**src/rtl/run_ctrl.sv**
```systemverilog
// Run/stop and clear controller for a ticking counter: debounces two push-buttons,
// runs a two-state FSM and a pausable prescaler, and emits registered control pulses.
module run_ctrl #(
  parameter int TICK_DIV  = 50000000,
  parameter int DB_CYCLES = 1000000
) (
  input  logic clk,
  input  logic rst_n,
  input  logic key_run_n,
  input  logic key_clr_n,
  output logic tick_en,
  output logic clr_n,
  output logic conv_start,
  output logic running
);

  localparam int CNT_W = $clog2(DB_CYCLES + 1);
  localparam int PS_W  = $clog2(TICK_DIV);
  localparam logic [CNT_W-1:0] CNT_MAX = CNT_W'(DB_CYCLES - 1);
  localparam logic [CNT_W-1:0] CNT_ACC = CNT_W'(DB_CYCLES - 2);
  localparam logic [PS_W-1:0]  PS_MAX  = PS_W'(TICK_DIV - 1);

  typedef enum logic {STOP, RUN} state_t;

  logic [1:0] keys;
  logic [1:0] press;

  assign keys = {key_clr_n, key_run_n};

  for (genvar k = 0; k < 2; k++) begin : g_key
    logic             sync_p0;
    logic             sync_p1;
    logic             samp;
    logic             level;
    logic             level_d;
    logic             press_r;
    logic [CNT_W-1:0] cnt;

    always_ff @(posedge clk or negedge rst_n) begin
      if (!rst_n) begin
        sync_p0 <= 1'b1;
        sync_p1 <= 1'b1;
        samp    <= 1'b1;
        level   <= 1'b1;
        level_d <= 1'b1;
        press_r <= 1'b0;
        cnt     <= '0;
      end else begin
        // synchronizer boundary: sync_p0 -> sync_p1, then one-cycle sample for change detection
        sync_p0 <= keys[k];
        sync_p1 <= sync_p0;
        samp    <= sync_p1;
        level_d <= level;
        press_r <= level_d & ~level;
        if (sync_p1 != samp) begin
          cnt <= '0;
        end else begin
          if (cnt != CNT_MAX) cnt <= cnt + 1'b1;
          if (cnt == CNT_ACC) level <= sync_p1;
        end
      end
    end

    assign press[k] = press_r;
  end

  state_t          state;
  logic [PS_W-1:0] presc;
  logic            press_run;
  logic            press_clr;
  logic            run_nxt;

  assign press_run = press[0];
  assign press_clr = press[1];
  // The prescaler follows the state being entered, so a stop freezes it and a resume
  // advances it on the same edge the FSM changes.
  assign run_nxt   = press_run ^ (state == RUN);

  always_ff @(posedge clk or negedge rst_n) begin
    if (!rst_n) begin
      state      <= STOP;
      presc      <= '0;
      tick_en    <= 1'b0;
      clr_n      <= 1'b1;
      conv_start <= 1'b0;
      running    <= 1'b0;
    end else begin
      conv_start <= tick_en | ~clr_n;
      tick_en    <= 1'b0;
      clr_n      <= 1'b1;
      if (press_clr) begin
        state   <= STOP;
        running <= 1'b0;
        presc   <= '0;
        clr_n   <= 1'b0;
      end else begin
        state   <= run_nxt ? RUN : STOP;
        running <= run_nxt;
        if (run_nxt) begin
          if (presc == PS_MAX) begin
            presc   <= '0;
            tick_en <= 1'b1;
          end else begin
            presc <= presc + 1'b1;
          end
        end
      end
    end
  end

endmodule

```
**config.mk**
```make
export PLATFORM = sky130hd
export DESIGN_NAME = run_ctrl
export DESIGN_NICKNAME = d
export VERILOG_FILES = /design/src/rtl/run_ctrl.sv
export SDC_FILE = /design/constraint.sdc
export NUM_CORES = 1
export LEC_CHECK = 0
export BUFFER_PORTS_ARGS = -buffer_cell sky130_fd_sc_hd__buf_2
export CORE_ASPECT_RATIO = 1.2
export CORE_MARGIN = 8
export CORE_UTILIZATION = 45
export CTS_CLUSTER_SIZE = 12
export DETAILED_ROUTE_END_ITERATION = 16
export PLACE_DENSITY = 0.69
export SYNTH_ARGS = -nofsm -noshare
export SYNTH_HDL_FRONTEND = slang
export SYNTH_SLANG_ARGS = --single-unit
```
**constraint.sdc**
```tcl
create_clock -name clk -period 1.8 [get_ports clk]
set_input_delay 0.09 -clock clk [delete_from_list [all_inputs] [get_ports clk]]
set_output_delay 0.09 -clock clk [all_outputs]
set_load 0.1 [all_outputs]
```
## Yosys cells after proc, flatten, opt, wreduce, memory -nomap -nowiden

Index checks and enable logic that the tools add are counted.

- $add $sub $neg: 3
- Equality and inequality tests: 7
- Mux-type cells: 14
- Bitwise operators: 9
- Reduce and logical (&&, ||, !) cells: 5

Operators by type and width:

| operator | number |
|---|---|
| 20-bit two-way mux | 4 |
| 26-bit two-way mux | 3 |
| 20-bit by 1-bit adder with 20-bit output, second input constant | 2 |
| 20-bit equality test, second input constant | 2 |
| 20-bit inequality test, second input constant | 2 |
| 26-bit by 1-bit adder with 26-bit output, second input constant | 1 |
| 26-bit equality test, second input constant | 1 |
| 1-bit two-way mux | 7 |
| 2-bit nonzero test | 3 |
| 1-bit NOT | 5 |
| 2-bit AND reduction | 2 |
| 1-bit bitwise AND | 2 |
| 1-bit inequality test | 2 |
| 1-bit bitwise OR | 1 |
| 1-bit bitwise XOR | 1 |

- Flip-flop bits (word level): 83
- Bits of input ports: 4
- Output and inout port bits: 4
- Word-level logic and storage cells: 58

## Depth between registers and ports, before layout

- Depth in word-level cells: 4
- Depth in mapped cells: 7
- Mapped depth without buffers: 7

## Worst setup path after synthesis

OpenSTA, ideal clock, no wires.

- Kind: reg-to-reg
- Start point: register, netlist name running
- End point: register presc[23]
- Setup time: 0.082 ns
- Arrival time: 2.025 ns
- Data required time: 1.718 ns
- Path slack: -0.307 ns
- Cell stages (with the launch flop): 7
- Path buffers: 1
- Clock period less this slack: 2.107 ns
- Cell sequence: dfrtp_1 > xnor2_1 > nor2_1 > a21boi_4 > clkbuf_8 > o21ai_0 > a31oi_1

RTL lines:

| what | line | text |
|---|---|---|
| to (signal assigned) | 104 | `presc <= presc + 1'b1;` |
| to (decl) | 68 | `logic [PS_W-1:0] presc;` |

## Worst setup path after layout

- Start point: register presc[16]
- End point: register presc[7]

- Cells in the longest elaborated chain, start to end: 4

Ends and longest elaborated chain:

| what | line | text |
|---|---|---|
| 26-bit equality test | 100 | `if (presc == PS_MAX) begin` |
| 26-bit two-way mux | 100 |  |
| 26-bit two-way mux | 99 | `if (run_nxt) begin` |
| 26-bit two-way mux | 91 | `if (press_clr) begin` |

Every way passes these cells. The select of a mux whose other input is x is not followed.
A chain may end at the register's enable or synchronous reset.

==> impl_metrics.json <==
{
  "fillers": 724,
  "irDropWorstVdd_mv": 0.460,
  "drv_cap": 0,
  "wire_per_inst_um": 17.1,
  "ant_nets": 0,
  "globalplace.congestion": 0.838,
  "drtIter0Drc": 175,
  "die_area_um2": 12900,
  "clk_pin_slew_ps": 60,
  "syn_nets": 440,
  "synth_edf_count": 0,
  "yosys.area.top_type": "dfrtp_1",
  "holdWs_ps": 154,
  "start_util_pct": 45.5,
  "syn_area_per_cell_um2": 9.94,
  "finalSetupViolCount": 23,
  "dieHeight_um": 123,
  "ys_warn_count": 0,
  "grt_max_degree": 45,
  "startpoint_type": "flop",
  "skew_ps": 5.70,
  "max_freq_mhz": 512,
  "power.density_nw_per_um2": 676,
  "drive_above_1_share_pct": 34.9,
  "finalHoldViolations": 0,
  "die_width_um": 105,
  "via_per_inst": 5.78,
  "async_flop_share_pct": 100,
  "timing.final.ws_setup_ps": -155,
  "hpwl_mm": 6.83,
  "finalCriticalPeriod_ps": 1950,
  "cts_max_level": 3,
  "synth_seq_area_share_pct": 48.2,
  "run_status": "finished, violations left",
  "ys_types": 57,
  "first_pass_iters": 5,
  "numPortBuffers": 7,
  "violations": "setup timing",
  "drc_errors": 0,
  "areaGrowthSynthToFinish_pct": 35.5,
  "io_pins": 8,
  "crit_path_end_kind": "flop",
  "cts_root_buf": "clkbuf_16",
  "syn-cell-area_um2": 4290,
  "ys_ff_latch": 82,
  "clkLatencyLatePin_ps": 340,
  "slew-limit-headroom_pct": 59.6,
  "final_max_slew_viol_count": 0,
  "ys.flop_type": "dfrtp_1",
  "row_count": 39,
  "routed_wl_mm": 11.4,
  "syn-instance-count": 431,
  "slowest_stage": "or4_1",
  "final_common_cell": "buf_4",
  "clk_path_buf_depth": 2,
  "critPathMaxStageDelay_ps": 530,
  "hp-class": "in -> async",
  "detailroute.via_count": 3845,
  "rsz0062_at_grt": "true",
  "path_cells": "or4_1 > and4bb_4 > buf_6 > a211o_4 > buf_4 > o41ai_4",
  "dp.cells": 624,
  "worst-endpoint-required_ps": 2020,
  "fin_crit_sh_pct": 109,
  "crit_family": "simple AND/OR/NAND/NOR gates",
  "criticalPathCategory": "reg -> reg",
  "cts_tree": "yes",
  "cts.sinks": 82,
  "cts_inserted_buffers": 9,
  "grt_use_total_pct": 17.2,
  "finalPower_uw": 3920,
  "num_antenna_cells": 0,
  "fin_cells": 665,
  "cp.arrival_ps": 2170,
  "grt_pass1_wl_mm": 17.9,
  "synth_top_area_share_pct": 41.5,
  "core-area_um2": 9420,
  "grt_pass1_vias": 3830,
  "ys_top_cells_by_area": "dfrtp_1, dfstp_2, nor2_1",
  "grt_overflow": 0,
  "place_ws_ps": -234,
  "tightest_slew_ps": 604,
  "crit_fanout": 6,
  "final_nets": 546,
  "final_cell_mix": "buf_4, dfrtp_1, nor2_1",
  "crit_buf_inv": 2,
  "p_leak_uw": 0.00256,
  "antenna_found_initial": 0
}
==> worst paths after layout <==
path	endpoint	cells past startpoint	from	slack (ps)
worst max register to register	presc[7]$_DFFE_PN0P_	6	presc[16]$_DFFE_PN0P_	-150
worst min-delay path	presc[8]$_DFFE_PN0P_	2	rst_n	150
min in group clk	g_key[1].sync_p1$_DFF_PN1_	0	g_key[1].sync_p0$_DFF_PN1_	360
worst min register to register	g_key[1].sync_p1$_DFF_PN1_	0	g_key[1].sync_p0$_DFF_PN1_	360
max in group asynchronous	g_key[0].cnt[14]$_DFFE_PN0P_	3	rst_n	1030
worst max-delay path	presc[7]$_DFFE_PN0P_	6	presc[16]$_DFFE_PN0P_	-150
==> cell usage after synthesis (all sizes together) (2+ instances only) <==
library cell / instances
a211oi: 6
or2b: 2
a22oi: 2
buf: 2
a41oi: 3
o21ai: 9
or4: 4
nand2: 42
nand2b: 3
inv: 11
nand3: 19
or3: 4
nand4: 24
a21oi: 21
dfstp: 11
and3: 10
nor3: 16
o21bai: 3
or4bb: 2
nor4bb: 2
nor2b: 2
xnor2: 20
nor4: 13
nor2: 52
ha: 5
dfrtp: 71
nor3b: 3
xor2: 16
a31oi: 22
and4: 5
clkbuf: 12
==> metrics by stage <==
| stage | utilization, % | setup TNS [ps] | area (um^2) |
|---|---|---|---|
| after floorplan | - | -326 | 4320 |
| after global placement | 53.1 | -1970 | 5000 |
| after detailed placement | 53.1 | -2690 | 5000 |
| after CTS | 59.3 | -857 | 5580 |
| after global routing | 61.7 | -3080 | 5810 |
| final | 61.7 | -1810 | 5810 |
==> routing by layer <==
layer	vias to the layer above	GRT usage, %	share of wire [%]
met5	-	0	0
met4	0	11.6	4.3
met3	44	3.91	5.7
met2	152	29.6	51
met1	1853	19.0	39
li1	1796	-	-
==> power breakdown <==
| group | internal, uW | total [uW] | leakage [uW] | switching, uW |
|---|---|---|---|---|
| combinational | 63.2 | 164 | 0.00132 | 101 |
| clock | 1110 | 1850 | 0.000143 | 735 |
| sequential | 1880 | 1910 | 0.00110 | 34.5 |
==> final cells by class <==
class	count	area [um^2]	area share (%)
inverters	11	41.3	0.711
multi-input cells	327	2390	41.1
clock buffers	12	246	4.24
clock inverters	4	51.3	0.883
repair buffers	106	860	14.8
well taps	123	154	2.65
flip-flops and latches	82	2070	35.6
==> cell families (layout without fill, tap and decap cells) <==
| family | after synthesis | count (layout) | share of synthesized area, % |
|---|---|---|---|
| compound gates | 75 | 78 | 11.6 |
| flops | 82 | 82 | 48.2 |
| simple gates | 208 | 208 | 28.0 |
| xor+xnor | 36 | 36 | 7.36 |
| fa+ha+maj | 5 | 5 | 1.46 |
| buf+inv | 25 | 133 | 3.30 |
==> sequential cells by signal (all words and copies together), names as in the netlist, 2 cells and up <==
name           flops
g_key.level        2
presc             26
g_key.samp         2
g_key.press_r      2
g_key.level_d      2
g_key.sync_p1      2
g_key.cnt         40
g_key.sync_p0      2
==> repair_timing <==
item,in CTS,in global routing
hold buffers,3,0
cloned,3,0
resized for setup,25,31
endpoints found under the hold margin,74,0
endpoints found under the setup margin,21,33
pin swaps,17,33
setup buffers,10,9
Power figures use the tool's default switching activity.
